**src/rtl/rv_instr_encoder.sv**
```systemverilog
// rtl/rv_instr_encoder.sv - encodes RV32I field requests into words and streams them into instruction memory
//
// Turns one field-level request at a time into a 32-bit RV32I instruction word and
// writes it to consecutive instruction-memory addresses. The program is closed with
// the HALT word (all ones).
//
// Ports:
//   clk, rst         clock; asynchronous active-high reset
//   req_valid/ready  request handshake; a transfer happens when both are high
//   req_fmt          0 R,1 I-ALU,2 LOAD,3 S,4 B,5 LUI,6 AUIPC,7 JAL,8 JALR,9 HALT
//   req_funct3/7     function fields (funct7 is also the upper immediate for I shifts)
//   req_rd/rs1/rs2   register fields
//   req_imm          immediate (byte offset; U-type uses bits 31:12)
//   req_last         final request; HALT follows it
//   iwen/iaddr/istore  memory write port, held until a cycle with iwait low
//   iwait            memory busy
//   done             program fully written, HALT included
//   err              sticky illegal-format / misaligned-offset / capacity error
//   word_count       words written so far, HALT included
module rv_instr_encoder #(
    parameter logic [31:0] BASE_ADDR = 32'h0000_0000,
    parameter int          MAX_WORDS = 1024
) (
    input  logic        clk,
    input  logic        rst,
    input  logic        req_valid,
    output logic        req_ready,
    input  logic [3:0]  req_fmt,
    input  logic [2:0]  req_funct3,
    input  logic [6:0]  req_funct7,
    input  logic [4:0]  req_rd,
    input  logic [4:0]  req_rs1,
    input  logic [4:0]  req_rs2,
    input  logic [31:0] req_imm,
    input  logic        req_last,
    output logic        iwen,
    output logic [31:0] iaddr,
    output logic [31:0] istore,
    input  logic        iwait,
    output logic        done,
    output logic        err,
    output logic [15:0] word_count
);

    localparam logic [3:0] FMT_R     = 4'd0;
    localparam logic [3:0] FMT_I     = 4'd1;
    localparam logic [3:0] FMT_LOAD  = 4'd2;
    localparam logic [3:0] FMT_S     = 4'd3;
    localparam logic [3:0] FMT_B     = 4'd4;
    localparam logic [3:0] FMT_LUI   = 4'd5;
    localparam logic [3:0] FMT_AUIPC = 4'd6;
    localparam logic [3:0] FMT_JAL   = 4'd7;
    localparam logic [3:0] FMT_JALR  = 4'd8;
    localparam logic [3:0] FMT_HALT  = 4'd9;

    localparam logic [31:0] HALT_WORD = 32'hFFFF_FFFF;
    localparam logic [15:0] LAST_DATA_SLOT = 16'(MAX_WORDS - 1);

    typedef enum logic [1:0] {
        S_IDLE    = 2'd0,
        S_WRITE   = 2'd1,
        S_HALT_WR = 2'd2,
        S_DONE    = 2'd3
    } state_t;

    state_t      state;
    state_t      state_n;
    logic [31:0] enc_word;
    logic        fmt_illegal;
    logic        imm_misaligned;
    logic        at_capacity;
    logic        last_q;
    logic        take_word;
    logic        take_halt;
    logic        set_err;
    logic        advance;

    // Field packing for every legal format.
    always_comb begin
        enc_word = 32'h0;
        unique case (req_fmt)
            FMT_R:     enc_word = {req_funct7, req_rs2, req_rs1, req_funct3, req_rd, 7'b0110011};
            FMT_I: begin
                // Shifts carry funct7 above a 5-bit shift amount instead of a 12-bit immediate.
                if (req_funct3 == 3'b001 || req_funct3 == 3'b101)
                    enc_word = {req_funct7, req_imm[4:0], req_rs1, req_funct3, req_rd, 7'b0010011};
                else
                    enc_word = {req_imm[11:0], req_rs1, req_funct3, req_rd, 7'b0010011};
            end
            FMT_LOAD:  enc_word = {req_imm[11:0], req_rs1, req_funct3, req_rd, 7'b0000011};
            FMT_S:     enc_word = {req_imm[11:5], req_rs2, req_rs1, req_funct3, req_imm[4:0], 7'b0100011};
            FMT_B:     enc_word = {req_imm[12], req_imm[10:5], req_rs2, req_rs1, req_funct3,
                                   req_imm[4:1], req_imm[11], 7'b1100011};
            FMT_LUI:   enc_word = {req_imm[31:12], req_rd, 7'b0110111};
            FMT_AUIPC: enc_word = {req_imm[31:12], req_rd, 7'b0010111};
            FMT_JAL:   enc_word = {req_imm[20], req_imm[10:1], req_imm[11], req_imm[19:12],
                                   req_rd, 7'b1101111};
            FMT_JALR:  enc_word = {req_imm[11:0], req_rs1, 3'b000, req_rd, 7'b1100111};
            default:   enc_word = 32'h0;
        endcase
    end

    assign fmt_illegal    = (req_fmt > FMT_HALT);
    assign imm_misaligned = (req_fmt == FMT_B || req_fmt == FMT_JAL) && req_imm[0];
    // The final slot is kept free so HALT always fits.
    assign at_capacity    = (word_count == LAST_DATA_SLOT);

    always_ff @(posedge clk or posedge rst) begin
        if (rst) state <= S_IDLE;
        else     state <= state_n;
    end

    always_comb begin
        state_n   = state;
        take_word = 1'b0;
        take_halt = 1'b0;
        set_err   = 1'b0;
        advance   = 1'b0;
        req_ready = 1'b0;
        iwen      = 1'b0;
        done      = 1'b0;
        unique case (state)
            S_IDLE: begin
                req_ready = 1'b1;
                if (req_valid) begin
                    if (req_fmt == FMT_HALT) begin
                        state_n   = S_HALT_WR;
                        take_halt = 1'b1;
                    end else if (fmt_illegal || imm_misaligned) begin
                        set_err = 1'b1;
                        if (req_last) begin
                            state_n   = S_HALT_WR;
                            take_halt = 1'b1;
                        end
                    end else if (at_capacity) begin
                        set_err   = 1'b1;
                        state_n   = S_HALT_WR;
                        take_halt = 1'b1;
                    end else begin
                        state_n   = S_WRITE;
                        take_word = 1'b1;
                    end
                end
            end
            S_WRITE: begin
                iwen = 1'b1;
                if (!iwait) begin
                    advance = 1'b1;
                    if (last_q) begin
                        state_n   = S_HALT_WR;
                        take_halt = 1'b1;
                    end else begin
                        state_n = S_IDLE;
                    end
                end
            end
            S_HALT_WR: begin
                iwen = 1'b1;
                if (!iwait) begin
                    advance = 1'b1;
                    state_n = S_DONE;
                end
            end
            S_DONE: begin
                done = 1'b1;
            end
            default: state_n = S_IDLE;
        endcase
    end

    always_ff @(posedge clk or posedge rst) begin
        if (rst) begin
            iaddr      <= BASE_ADDR;
            istore     <= 32'h0;
            word_count <= 16'h0;
            err        <= 1'b0;
            last_q     <= 1'b0;
        end else begin
            if (take_word) begin
                istore <= enc_word;
                last_q <= req_last;
            end
            if (take_halt) istore <= HALT_WORD;
            if (advance) begin
                iaddr      <= iaddr + 32'd4;
                word_count <= word_count + 16'd1;
            end
            if (set_err) err <= 1'b1;
        end
    end

endmodule

```
**config.mk**
```make
export PLATFORM = sky130hd
export DESIGN_NAME = rv_instr_encoder
export DESIGN_NICKNAME = d
export VERILOG_FILES = /design/src/rtl/rv_instr_encoder.sv
export SDC_FILE = /design/constraint.sdc
export NUM_CORES = 1
export LEC_CHECK = 0
export ABC_AREA = 0
export CAP_MARGIN = 20
export CORE_MARGIN = 2
export CORE_UTILIZATION = 48
export DETAILED_ROUTE_END_ITERATION = 8
export GPL_ROUTABILITY_DRIVEN = 0
export PLACE_DENSITY_LB_ADDON = 0.3
export SLEW_MARGIN = 20
export SYNTH_ARGS = -nofsm -noshare
export SYNTH_HDL_FRONTEND = slang
export SYNTH_SLANG_ARGS = --single-unit
export TNS_END_PERCENT = 30
```
**constraint.sdc**
```tcl
create_clock -name clk -period 5.7 [get_ports clk]
set_input_delay 1.14 -clock clk [delete_from_list [all_inputs] [get_ports clk]]
set_output_delay 1.14 -clock clk [all_outputs]
set_load 0.005 [all_outputs]
```
# Yosys cells after proc, flatten, opt, wreduce, memory -nomap -nowiden
# Index checks and enable logic that the tools add are counted.
op_classes:
  n_addsub: 2
  muxes: 35
  eq_ne: 19
  n_reduce_logical: 10
  n_lt_le_gt_ge: 1
ops:
  columns: ["operator", "n"]
  rows:
  - ["one-hot mux 32 bit (9 select lines)", 1]
  - ["2-to-1 mux 32 bit", 3]
  - ["adder 32 x 3 -> 32 bit, second input constant", 1]
  - ["2-to-1 mux 1 bit", 21]
  - ["adder 16 x 1 -> 16 bit, second input constant", 1]
  - ["== test 16 x 10 -> 1 bit, second input constant", 1]
  - ["== test 4 x 3 -> 1 bit, second input constant", 4]
  - ["2-to-1 mux 2 bit", 8]
  - ["== test 4 x 2 -> 1 bit, second input constant", 2]
  - ["== test 4 bit, second input constant", 2]
  - ["inequality test 2 bit, second input constant", 3]
  - ["one-hot mux 2 bit (3 select lines)", 1]
  - ["AND reduction 5 bit", 1]
  - ["== test 2 bit, second input constant", 2]
  - ["== test 4 x 1 -> 1 bit, second input constant", 1]
  - ["greater-than comparator 4 bit, second input constant", 1]
  - ["zero test 4 bit", 1]
  - ["inequality test 4 bit, second input constant", 1]
  - ["== test 3 x 1 -> 1 bit, second input constant", 1]
  - ["== test 3 bit, second input constant", 1]
  - ["logical OR 1 bit", 3]
  - ["nonzero test 3 bit", 1]
  - ["== test 2 x 1 -> 1 bit, second input constant", 1]
  - ["zero test 2 bit", 1]
  - ["other kinds (4)", 4]
totals:
  register_bits: 84
  out_inout_bits: 84
  in_bits: 66

# Depth between registers and ports, before layout
# Gate-level depths: netlist of run 1.
depth:
  word_depth: 10
  ltp_mapped: 8
  depth_no_buf: 7

# Worst setup path before layout of run 1
# OpenSTA, ideal clock, no wires.
synth_timing:
  kind: "input port to flip-flop"
  start: "input port req_fmt[0]"
  end: "register istore[5]"
  path_buffers: 2
  slack_ps: 3014
  arrival_ps: 2560
  setup_time_ps: 126
  cell_stages: 7
  required_ps: 5574
  path_cell_list: "buf_4 xnor2_2 a31oi_2 a21boi_4 o211ai_4 buf_6 o32a_1"
synth_via:
  elab_chain_len: 9
synth_rtl:
  columns: ["element", "line_no", "text"]
  rows:
  - ["start, declared", "28", "input logic [3:0] req_fmt,"]
  - ["branches (longest 9 deep; another with greater-than comparator 4 bit)", null, null]
  - ["end signal, assigned", "180", "istore <= enc_word;"]
  - ["end, declared", "38", "output logic [31:0] istore,"]
# Parallel ways; which one is timed is not known. The select of a mux whose other input is x is not followed.
# A chain may end at the register's enable or synchronous reset.

# Worst setup path after layout of run 1
layout_timing:
  start: "input port req_fmt[0]"
  end: "register istore[28]"
# The elaborated chain is that of the path after synthesis.

==> flow_metrics.py, run 1 <==
metrics = {
    "status": {
        "run_status": "complete, no violations",
    },
    "worst_hold_path": {
        "timing.hold.worst_path_depth": 1,
        "worst_hold_startpoint": "iaddr[31]$_DFFE_PP0P_",
        "holdCritPathClass": "reg -> reg",
        "worst_hold_path.endpoint": "iaddr[31]$_DFFE_PP0P_",
    },
    "power_and_ir_drop": {
        "peakVddDrop_mv": 0.1981,
        "cellPowerDensity_nw_per_um2": 342.4,
        "p_leak_nw": 2.510,
    },
    "timing": {
        "timing.final.max_slew_violations": 0,
        "grt_setup_unrepaired": "no",
        "report.final.setup_viol": 0,
        "finalCritPeriodShare": 0.6556,
        "slew-limit-headroom": 0.3228,
        "achievable-frequency_mhz": 267.6,
        "skew_ns": 0.01236,
        "fin_tns_setup_ns": 0,
        "post_layout_minimum_cycle_time_ns": 3.737,
        "worst_slew_pin_slew_ns": 1.013,
        "hold_viol": 0,
    },
    "finish": {
        "finalInstanceArea_um2": 6063,
        "total_inserted_antenna_cells": 0,
        "layout-area-overhead-vs-synth_pct": 39.78,
        "drive_above_1_share": 0.06810,
        "design.final.nets": 626,
    },
    "detailed_routing": {
        "topRoutingLayerUsed": "met4",
        "vias_per_cell": 5.746,
        "iter_0_drt_violations": 145,
        "routed-wl-met2_mm": 5.539,
        "detail_route.wirelength.met1_mm": 4.697,
        "firstDrtPassIters": 7,
        "route.detailed.drc": 0,
        "postRouteAntennaNets": 0,
        "met3_wirelength_um": 765,
        "drt-total-wl_mm": 11.20,
        "via_count": 3827,
        "avgRoutedWirePerCell_um": 16.82,
    },
    "logic_synthesis": {
        "syn_inst": 416,
        "yosysWarningCount": 0,
        "netlist.area_leader.share": 0.4673,
        "synth_sequential_area_ratio": 0.4673,
        "synth.largest_area_cell": "sky130_fd_sc_hd__dfrtp_1",
        "async_set_or_reset_register_ratio_after_synthesis": 1.000,
        "synth.area.top_cells": "sky130_fd_sc_hd__dfrtp_1 (47%), sky130_fd_sc_hd__xnor2_1 (6.1%), sky130_fd_sc_hd__xor2_1 (2.8%)",
        "synth.cell_area_um2": 4338,
        "dominantRegCellSynth": "sky130_fd_sc_hd__dfrtp_1",
        "synthesized_area_per_cell_um2": 10.43,
        "ys_types": 53,
        "synth-edff-count": 0,
        "postSynthRegisterBits": 81,
    },
    "job": {
        "maxCapViolCount": 0,
    },
    "floorplan": {
        "top_level_ports": 150,
        "die_width_um": 99.07,
        "fp.dieArea_um2": 9814,
        "rows": 34,
        "floorplan.core_area_um2": 8763,
        "die_y_um": 99.07,
        "initial_utilization": 0.4950,
    },
    "clock_tree": {
        "cts.repair.resized": 0,
        "tritoncts_clock_tree": "yes",
        "clock_tree.htree_level_count": 3,
        "clockRootBuffer": "sky130_fd_sc_hd__clkbuf_8",
        "insertion_delay_ns": 0.35,
        "cts_hold_buffers": 0,
        "cts.sink_count": 81,
        "cts_buffers": 9,
        "worst_path_clk_slew_ns": 0.08,
        "post_cts_buffers": 0,
        "cts_buffer_depth": 2,
    },
    "worst_setup_path": {
        "critical_path_class": "in -> reg",
        "rr_worst_depth": 7,
        "rr_startpoint": "state[0]$_DFFE_PP0P_",
        "worst-path-max-fanout": 25,
        "crit_required_ns": 5.96,
        "crit-reg2reg-capture": "iaddr[23]$_DFFE_PP0P_",
        "setup.worst_path.end_class": "register",
        "arrival_ns": 4.00,
        "reg2reg_setup_slack_ns": 2.73,
        "worst_setup_path_start_kind": "input port",
    },
    "grt": {
        "first_global_vias": 3826,
        "grt_start_max_net_pins": 45,
        "globalRoute.totalOverflow": 0,
        "track_usage": 0.2281,
        "grt_antenna_before_repair": 0,
        "grt_first_pass_wirelength_mm": 18.20,
    },
    "placed_design": {
        "detailed_place.area_um2": 5861,
        "place_hpwl_mm": 8.210,
        "numPortBuffers": 147,
    },
}
-- stage by stage --
stage	worst slack, ns	hold slack [ns]	std cells	power [mW]	utilization
2_1_floorplan	2.480	0.4596	417	1.229	-
3_3_place_gp	1.685	0.4555	650	1.653	0.6688
3_5_place_dp	1.575	0.4650	650	1.685	0.6688
4_1_cts	1.945	0.4776	666	2.088	0.6905
5_1_grt	1.776	0.4977	666	2.198	0.6919
6_report	1.963	0.4729	666	2.076	0.6919
-- Yosys cell counts, types with 6 or more instances --
library cell,number
sky130_fd_sc_hd__xnor2_1,30
sky130_fd_sc_hd__nor2_1,25
sky130_fd_sc_hd__a21oi_1,12
sky130_fd_sc_hd__dfrtp_1,81
sky130_fd_sc_hd__ha_1,7
sky130_fd_sc_hd__o32a_1,10
sky130_fd_sc_hd__nand2_1,29
sky130_fd_sc_hd__o21ai_0,13
sky130_fd_sc_hd__a222oi_1,6
sky130_fd_sc_hd__nand3_1,22
sky130_fd_sc_hd__and3_1,9
sky130_fd_sc_hd__a22oi_1,15
sky130_fd_sc_hd__and4_1,8
sky130_fd_sc_hd__clkbuf_1,16
sky130_fd_sc_hd__inv_1,10
sky130_fd_sc_hd__a2bb2oi_1,12
sky130_fd_sc_hd__mux2_2,8
sky130_fd_sc_hd__mux2i_1,11
sky130_fd_sc_hd__o22a_1,8
sky130_fd_sc_hd__xor2_1,14
sky130_fd_sc_hd__nand4_1,10
-- registers in the layout (all words and copies together) (netlist names) --
name / flops
last_q: 1
state: 2
word_count: 16
istore: 31
err: 1
iaddr: 30
-- per-layer routing --
layer / GRT usage / up-vias
met5: 0 / -
met4: 0.08746 / 0
met3: 0.04752 / 19
met2: 0.3836 / 161
met1: 0.2893 / 1838
li1: - / 1809
-- critical path: stages --
cell and delay [ns]:
sky130_fd_sc_hd__clkdlybuf4s50_1 0.88, sky130_fd_sc_hd__nor2_1 0.91, sky130_fd_sc_hd__a21oi_1 0.15, sky130_fd_sc_hd__o221ai_1 0.50
sky130_fd_sc_hd__a222oi_1 0.22, sky130_fd_sc_hd__a2bb2oi_1 0.19
-- layout by cell type (no fill, tap or decap), types with 11 or more instances in the layout --
cell type and instances:
sky130_fd_sc_hd__a21oi_1 12, sky130_fd_sc_hd__a22oi_1 15, sky130_fd_sc_hd__a2bb2oi_1 12, sky130_fd_sc_hd__clkdlybuf4s50_1 147, sky130_fd_sc_hd__dfrtp_1 81, sky130_fd_sc_hd__mux2i_1 11
sky130_fd_sc_hd__nand2_1 29, sky130_fd_sc_hd__nand3_1 22, sky130_fd_sc_hd__nor2_1 25, sky130_fd_sc_hd__o21ai_0 13, sky130_fd_sc_hd__xnor2_1 30, sky130_fd_sc_hd__xor2_1 14
-- final cells by class --
type	instances	area [um^2]
inverter	10	38.79
timing repair buffer	151	1501
tap	108	135.1
clock buffer	10	137.6
multi-input combinational	300	2171
fill	695	2700
clock inverter	6	52.55
sequential	81	2027
-- worst max path at each step --
stage | startpoint | to | slack (ns) | cells past startpoint
3_5_place_dp | req_fmt[0] | istore[20]$_DFFE_PP0P_ | 1.57 | 7
3_3_place_gp | req_fmt[0] | istore[20]$_DFFE_PP0P_ | 1.68 | 7
5_1_grt | req_fmt[0] | istore[28]$_DFFE_PP0P_ | 1.78 | 6
4_1_cts | req_fmt[0] | istore[20]$_DFFE_PP0P_ | 1.94 | 7
6_report | req_fmt[0] | istore[28]$_DFFE_PP0P_ | 1.96 | 6
2_1_floorplan | rst | err$_DFFE_PP0P_ | 2.48 | 1
-- kinds of logic (layout without fill, tap and decap cells) --
kind of cell             after synthesis  in the layout  share of synthesized area
multiplexers                          20             20                    0.04875
flip-flops                            81             81                     0.4673
AND/OR/NAND/NOR                      124            124                     0.1465
buffers and inverters                 36            177                    0.03750
XOR/XNOR                              45             45                    0.09259
other                                  1              2                  0.0008645
AO/OA/AOI/OAI                        102            102                     0.1863
adder cells (fa/ha/maj)                7              7                    0.02019
-- power breakdown --
group | total (mW) | internal, mW | switching (mW)
Combinational | 0.824 | 0.509 | 0.316
Sequential | 0.852 | 0.726 | 0.126
Clock | 0.399 | 0.175 | 0.224
Total | 2.08 | 1.41 | 0.665
No activity file was read; power rests on OpenSTA's default activity.
==> run 2, diff against run 1 <==
--- a/config.mk
+++ b/config.mk
@@ -8,7 +8,7 @@
 export ABC_AREA = 0
 export CAP_MARGIN = 20
 export CORE_MARGIN = 2
-export CORE_UTILIZATION = 48
+export CORE_UTILIZATION = 41
 export DETAILED_ROUTE_END_ITERATION = 8
 export GPL_ROUTABILITY_DRIVEN = 0
 export PLACE_DENSITY_LB_ADDON = 0.3
==> constraint.sdc (replaced) <==
create_clock -name clk -period 3.2 [get_ports clk]
set_input_delay 0.64 -clock clk [delete_from_list [all_inputs] [get_ports clk]]
set_output_delay 0.64 -clock clk [all_outputs]
set_load 0.005 [all_outputs]
==> run 2 against run 1 <==
Net effect: total power grew 83%; via count up 2.6%; core utilization shrank 9.0 points; sequential share of layout area is 0.68 points lower.
==> flow_metrics.py, run 2 (synthesis gave the netlist of run 1 again) <==
metrics = {
    "clock_tree": {
        "cts.sink_count": 81,
        "cts_hold_buffers": 0,
        "tritoncts_clock_tree": "yes",
        "post_cts_buffers": 0,
        "clock_tree.htree_level_count": 3,
        "clockRootBuffer": "sky130_fd_sc_hd__clkbuf_8",
        "worst_path_clk_slew_ns": 0.09,
        "insertion_delay_ns": 0.35,
        "cts_buffer_depth": 2,
        "cts.repair.resized": 0,
        "cts_buffers": 9,
    },
    "timing": {
        "grt_setup_unrepaired": "no",
        "achievable-frequency_mhz": 385.4,
        "finalCritPeriodShare": 0.8107,
        "fin_tns_setup_ns": 0,
        "slew-limit-headroom": 0.5653,
        "skew_ns": 0.01507,
        "post_layout_minimum_cycle_time_ns": 2.594,
        "report.final.setup_viol": 0,
        "timing.final.max_slew_violations": 0,
        "finalWorstSetupSlack_ns": 0.6056,
        "worst_slew_pin_slew_ns": 0.6520,
        "hold_viol": 0,
    },
    "detailed_routing": {
        "route.detailed.drc": 0,
        "vias_per_cell": 5.599,
        "via_count": 3925,
        "postRouteAntennaNets": 0,
        "drt-total-wl_mm": 12.09,
        "firstDrtPassIters": 5,
        "detail_route.wirelength.met1_mm": 5.512,
        "met3_wirelength_um": 879,
        "avgRoutedWirePerCell_um": 17.25,
        "iter_0_drt_violations": 265,
        "routed-wl-met2_mm": 5.485,
        "topRoutingLayerUsed": "met4",
    },
    "floorplan": {
        "floorplan.core_area_um2": 10280,
        "die_width_um": 106.9,
        "initial_utilization": 0.4221,
        "top_level_ports": 150,
        "die_y_um": 106.9,
        "rows": 37,
        "fp.dieArea_um2": 11420,
    },
    "finish": {
        "nFillCells": 888,
        "drive_above_1_share": 0.07965,
        "registers.top_by_ff_count": "istore",
        "final_cell_mix": "sky130_fd_sc_hd__clkdlybuf4s50_1 (147), sky130_fd_sc_hd__dfrtp_1 (81), sky130_fd_sc_hd__xnor2_1 (30), sky130_fd_sc_hd__nand2_1 (29), sky130_fd_sc_hd__nor2_1 (25)",
        "finalCoreUtilization": 0.6021,
        "largest_registers": "istore: 31 flops, iaddr: 30 flops, word_count: 16 flops",
        "largest_register_ffs": 31,
        "layout.area.seq_um2": 2027,
        "design.final.nets": 633,
        "multi_input_area_um2": 2163,
        "layout-area-overhead-vs-synth_pct": 42.66,
        "layout_commonest_cell": "sky130_fd_sc_hd__clkdlybuf4s50_1",
        "total_inserted_antenna_cells": 0,
    },
    "worst_hold_path": {
        "holdCritPathClass": "reg -> reg",
    },
    "job": {
        "maxCapViolCount": 0,
    },
    "grt": {
        "grt_antenna_before_repair": 0,
        "globalRoute.totalOverflow": 0,
        "track_usage": 0.2136,
        "grt_start_max_net_pins": 51,
        "grt_first_pass_wirelength_mm": 19.04,
        "first_global_vias": 3812,
    },
    "worst_setup_path": {
        "crit_required_ns": 3.42,
        "critical_path_class": "in -> reg",
        "worst-path-max-fanout": 18,
        "worst_setup_path_start_kind": "input port",
        "arrival_ns": 2.82,
        "setup.worst_path.end_class": "register",
    },
    "power_and_ir_drop": {
        "p_leak_nw": 2.567,
        "peakVddDrop_mv": 0.3192,
        "cellPowerDensity_nw_per_um2": 614.7,
        "report.power.total_mw": 3.804,
    },
    "placed_design": {
        "preCtsSetupSlack_ns": 0.2879,
        "numPortBuffers": 147,
        "place_hpwl_mm": 9.031,
    },
    "status": {
        "run_status": "complete, no violations",
    },
}
[run 2: per-stage QoR]
| stage | std cells | hold slack (ns) | area (um^2) |
|---|---|---|---|
| 3_5_place_dp | 685 | 0.4718 | 5978 |
| 2_1_floorplan | 417 | 0.4596 | 4342 |
| 4_1_cts | 701 | 0.4891 | 6188 |
| 6_report | 701 | 0.4903 | 6188 |
| 5_1_grt | 701 | 0.4975 | 6188 |
| 3_3_place_gp | 685 | 0.4626 | 5978 |
[run 2: power breakdown]
| group | leakage, nW | switching, mW | total (mW) | internal [mW] |
|---|---|---|---|---|
| combinational | 1.47 | 0.584 | 1.51 | 0.928 |
| sequential | 0.994 | 0.217 | 1.51 | 1.29 |
| clock | 0.104 | 0.390 | 0.782 | 0.392 |
[run 2: worst paths after layout]
kind | endpoint | slack, ns | startpoint | cells after the start
max in group asynchronous | istore[25]$_DFFE_PP0P_ | 1.85 | rst | 3
max | istore[10]$_DFFE_PP0P_ | 0.61 | req_fmt[1] | 6
min in group asynchronous | word_count[12]$_DFFE_PP0P_ | 0.66 | rst | 2
min reg2reg | iaddr[31]$_DFFE_PP0P_ | 0.49 | iaddr[31]$_DFFE_PP0P_ | 1
max reg2reg | iaddr[23]$_DFFE_PP0P_ | 0.81 | state[0]$_DFFE_PP0P_ | 8
min | iaddr[31]$_DFFE_PP0P_ | 0.49 | iaddr[31]$_DFFE_PP0P_ | 1
[run 2: worst max-delay path, stage by stage]
cell and delay, ns:
sky130_fd_sc_hd__clkdlybuf4s50_1 0.70, sky130_fd_sc_hd__xnor2_2 0.22, sky130_fd_sc_hd__a31oi_2 0.28, sky130_fd_sc_hd__a21boi_4 0.30, sky130_fd_sc_hd__o211ai_4 0.26, sky130_fd_sc_hd__o32a_1 0.42
[run 2: metal layers]
layer / up-vias / GRT usage
met5: - / 0
met4: 0 / 0.07885
met3: 18 / 0.05653
met2: 162 / 0.3276
met1: 1924 / 0.2916
li1: 1821 / -
[run 2: final cells by class]
cell class	count	share of cell area
Clock buffer	10	0.02224
Clock inverter	6	0.01173
Inverter	10	0.006268
Multi-Input combinational cell	300	0.3496
Sequential cell	81	0.3275
Tap cell	136	0.02750
Timing Repair Buffer	158	0.2552
==> run 3, diff against run 2 <==
==> constraint.sdc (replaced) <==
create_clock -name clk -period 2.3 [get_ports clk]
set_input_delay 0.46 -clock clk [delete_from_list [all_inputs] [get_ports clk]]
set_output_delay 0.46 -clock clk [all_outputs]
set_load 0.005 [all_outputs]
==> run 3 against run 2 <==
Net effect: worst hold slack worse by 0.020 ns; non-clock buffer count grew 26; first-iteration DRC count fell by 19%; flip-flop and latch count stayed put; total power rose by 43%; clock power increased by 41%; critical endpoint is now iwen.
==> flow_metrics.py, run 3 (synthesis gave the netlist of run 1 again) <==
metrics = {
    "power_and_ir_drop": {
        "report.power.total_mw": 5.437,
        "cell_internal_pwr_mw": 3.712,
        "power_switching_share": 0.3172,
        "cellPowerDensity_nw_per_um2": 844.3,
        "p_leak_nw": 2.702,
        "power.share.sequential": 0.389,
        "peakVddDrop_mv": 0.4506,
        "clock_power_share": 0.203,
        "logic_pwr_share": 0.408,
        "power.switching_mw": 1.725,
    },
    "worst_hold_path": {
        "worst_hold_startpoint": "err$_DFFE_PP0P_",
        "holdCritPathClass": "reg -> reg",
        "timing.hold.worst_path_depth": 2,
        "worst_hold_path.endpoint": "err$_DFFE_PP0P_",
    },
    "worst_setup_path": {
        "critical_path_class": "reg -> out",
        "worst-path-max-fanout": 5,
        "reg2reg_setup_slack_ns": 0.20,
        "worst_setup_path_start_kind": "register",
        "rr_worst_depth": 7,
        "setup.worst_path.end_class": "primary output",
        "crit-reg2reg-capture": "istore[30]$_DFFE_PP0P_",
        "crit_required_ns": 1.84,
        "rr_startpoint": "word_count[12]$_DFFE_PP0P_",
        "arrival_ns": 1.67,
    },
    "timing": {
        "skew_ns": 0.01318,
        "holdWs_ns": 0.4700,
        "report.final.setup_viol": 0,
        "worst_slew_pin_slew_ns": 0.5421,
        "hold_viol": 0,
        "timing.final.max_slew_violations": 0,
        "slew-limit-headroom": 0.6378,
        "finalCritPeriodShare": 0.9262,
        "grt_setup_unrepaired": "no",
        "achievable-frequency_mhz": 469.4,
        "fin_tns_setup_ns": 0,
        "post_layout_minimum_cycle_time_ns": 2.130,
    },
    "clock_tree": {
        "cts.sink_count": 81,
        "worst_path_clk_slew_ns": 0.09,
        "clock_tree.htree_level_count": 3,
        "clockRootBuffer": "sky130_fd_sc_hd__clkbuf_8",
        "cts_buffers": 9,
        "post_cts_buffers": 0,
        "cts.repair.resized": 0,
        "cts_hold_buffers": 0,
        "cts_buffer_depth": 2,
        "tritoncts_clock_tree": "yes",
        "insertion_delay_ns": 0.35,
    },
    "detailed_routing": {
        "via_count": 4000,
        "firstDrtPassIters": 5,
        "vias_per_cell": 5.502,
        "postRouteAntennaNets": 0,
        "drt-total-wl_mm": 12.59,
        "avgRoutedWirePerCell_um": 17.32,
        "iter_0_drt_violations": 214,
        "route.detailed.drc": 0,
    },
    "grt": {
        "globalRoute.totalOverflow": 0,
        "grt_first_pass_wirelength_mm": 20.40,
        "grt_antenna_before_repair": 0,
        "grt_start_max_net_pins": 29,
        "track_usage": 0.2251,
        "first_global_vias": 4040,
    },
    "floorplan": {
        "die_y_um": 106.9,
        "rows": 37,
        "fp.dieArea_um2": 11420,
        "initial_utilization": 0.4221,
        "top_level_ports": 150,
        "floorplan.core_area_um2": 10280,
        "die_width_um": 106.9,
    },
    "finish": {
        "layout.area.seq_um2": 2027,
        "nFillCells": 881,
        "largest_registers": "istore: 31 flops, iaddr: 30 flops, word_count: 16 flops",
        "design.final.nets": 659,
        "drive_above_1_share": 0.1235,
        "largest_register_ffs": 31,
        "layout-area-overhead-vs-synth_pct": 48.46,
        "layout_commonest_cell": "sky130_fd_sc_hd__clkdlybuf4s50_1",
        "multi_input_area_um2": 2178,
        "final_cell_mix": "sky130_fd_sc_hd__clkdlybuf4s50_1 (147), sky130_fd_sc_hd__dfrtp_1 (81), sky130_fd_sc_hd__buf_4 (31), sky130_fd_sc_hd__xnor2_1 (30), sky130_fd_sc_hd__nand2_1 (29)",
        "registers.top_by_ff_count": "istore",
        "total_inserted_antenna_cells": 0,
        "finalNonFillerCells": 727,
    },
    "placed_design": {
        "place_hpwl_mm": 9.522,
        "numPortBuffers": 147,
        "number_of_cells_in_the_design_after_placement": 711,
    },
    "status": {
        "run_status": "complete, no violations",
    },
    "job": {
        "maxCapViolCount": 0,
    },
}
-- run 3: critical path, cell delays in order (launching register included) --
cell                              delay, ns
sky130_fd_sc_hd__dfrtp_1               0.42
sky130_fd_sc_hd__inv_1                 0.11
sky130_fd_sc_hd__ha_4                  0.30
sky130_fd_sc_hd__clkdlybuf4s50_1       0.49
-- run 3: layer usage --
metal  routed length, um  vias up  track usage
li1                    -     1871            -
met1                5575     1978       0.3033
met3                 794       11      0.04316
met4                 156        0      0.06586
met5                   0        -            0
met2                6063      140       0.3699
-- run 3: power by group through the flow --
stage / Combinational [mW] / Sequential (mW) / Clock (mW)
final: 2.22 / 2.11 / 1.10
after global routing: 2.43 / 2.17 / 1.19
after CTS: 2.20 / 2.12 / 1.13
after detailed placement: 2.19 / 2.13 / 0
after global placement: 2.13 / 2.13 / 0
after floorplan: 0.946 / 2.10 / 0
-- run 3: worst max path at each step --
stage,from,to
2_1_floorplan,state[0]$_DFFE_PP0P_,iaddr[22]$_DFFE_PP0P_
3_3_place_gp,req_fmt[1],istore[20]$_DFFE_PP0P_
3_5_place_dp,req_fmt[1],istore[5]$_DFFE_PP0P_
4_1_cts,state[0]$_DFFE_PP0P_,iaddr[23]$_DFFE_PP0P_
5_1_grt,state[1]$_DFFE_PP0P_,iaddr[19]$_DFFE_PP0P_
6_report,state[1]$_DFFE_PP0P_,iwen
-- run 3: layout make-up --
cell class	instances	share of cell area
Clock buffer	9	0.01923
Timing Repair Buffer	184	0.2819
Sequential cell	81	0.3147
Inverter	10	0.006411
Multi-Input combinational cell	300	0.3383
Clock inverter	7	0.01302
Tap cell	136	0.02642
-- run 3: per-stage QoR --
| step | util | setup WS [ns] | cell area (um^2) |
|---|---|---|---|
| floorplan | - | 0.2657 | 4345 |
| global placement | 0.6046 | -0.05696 | 6213 |
| detailed placement | 0.6046 | -0.1323 | 6213 |
| CTS | 0.6248 | 0.05299 | 6421 |
| global route | 0.6266 | 0.03449 | 6440 |
| finish | 0.6266 | 0.1697 | 6440 |
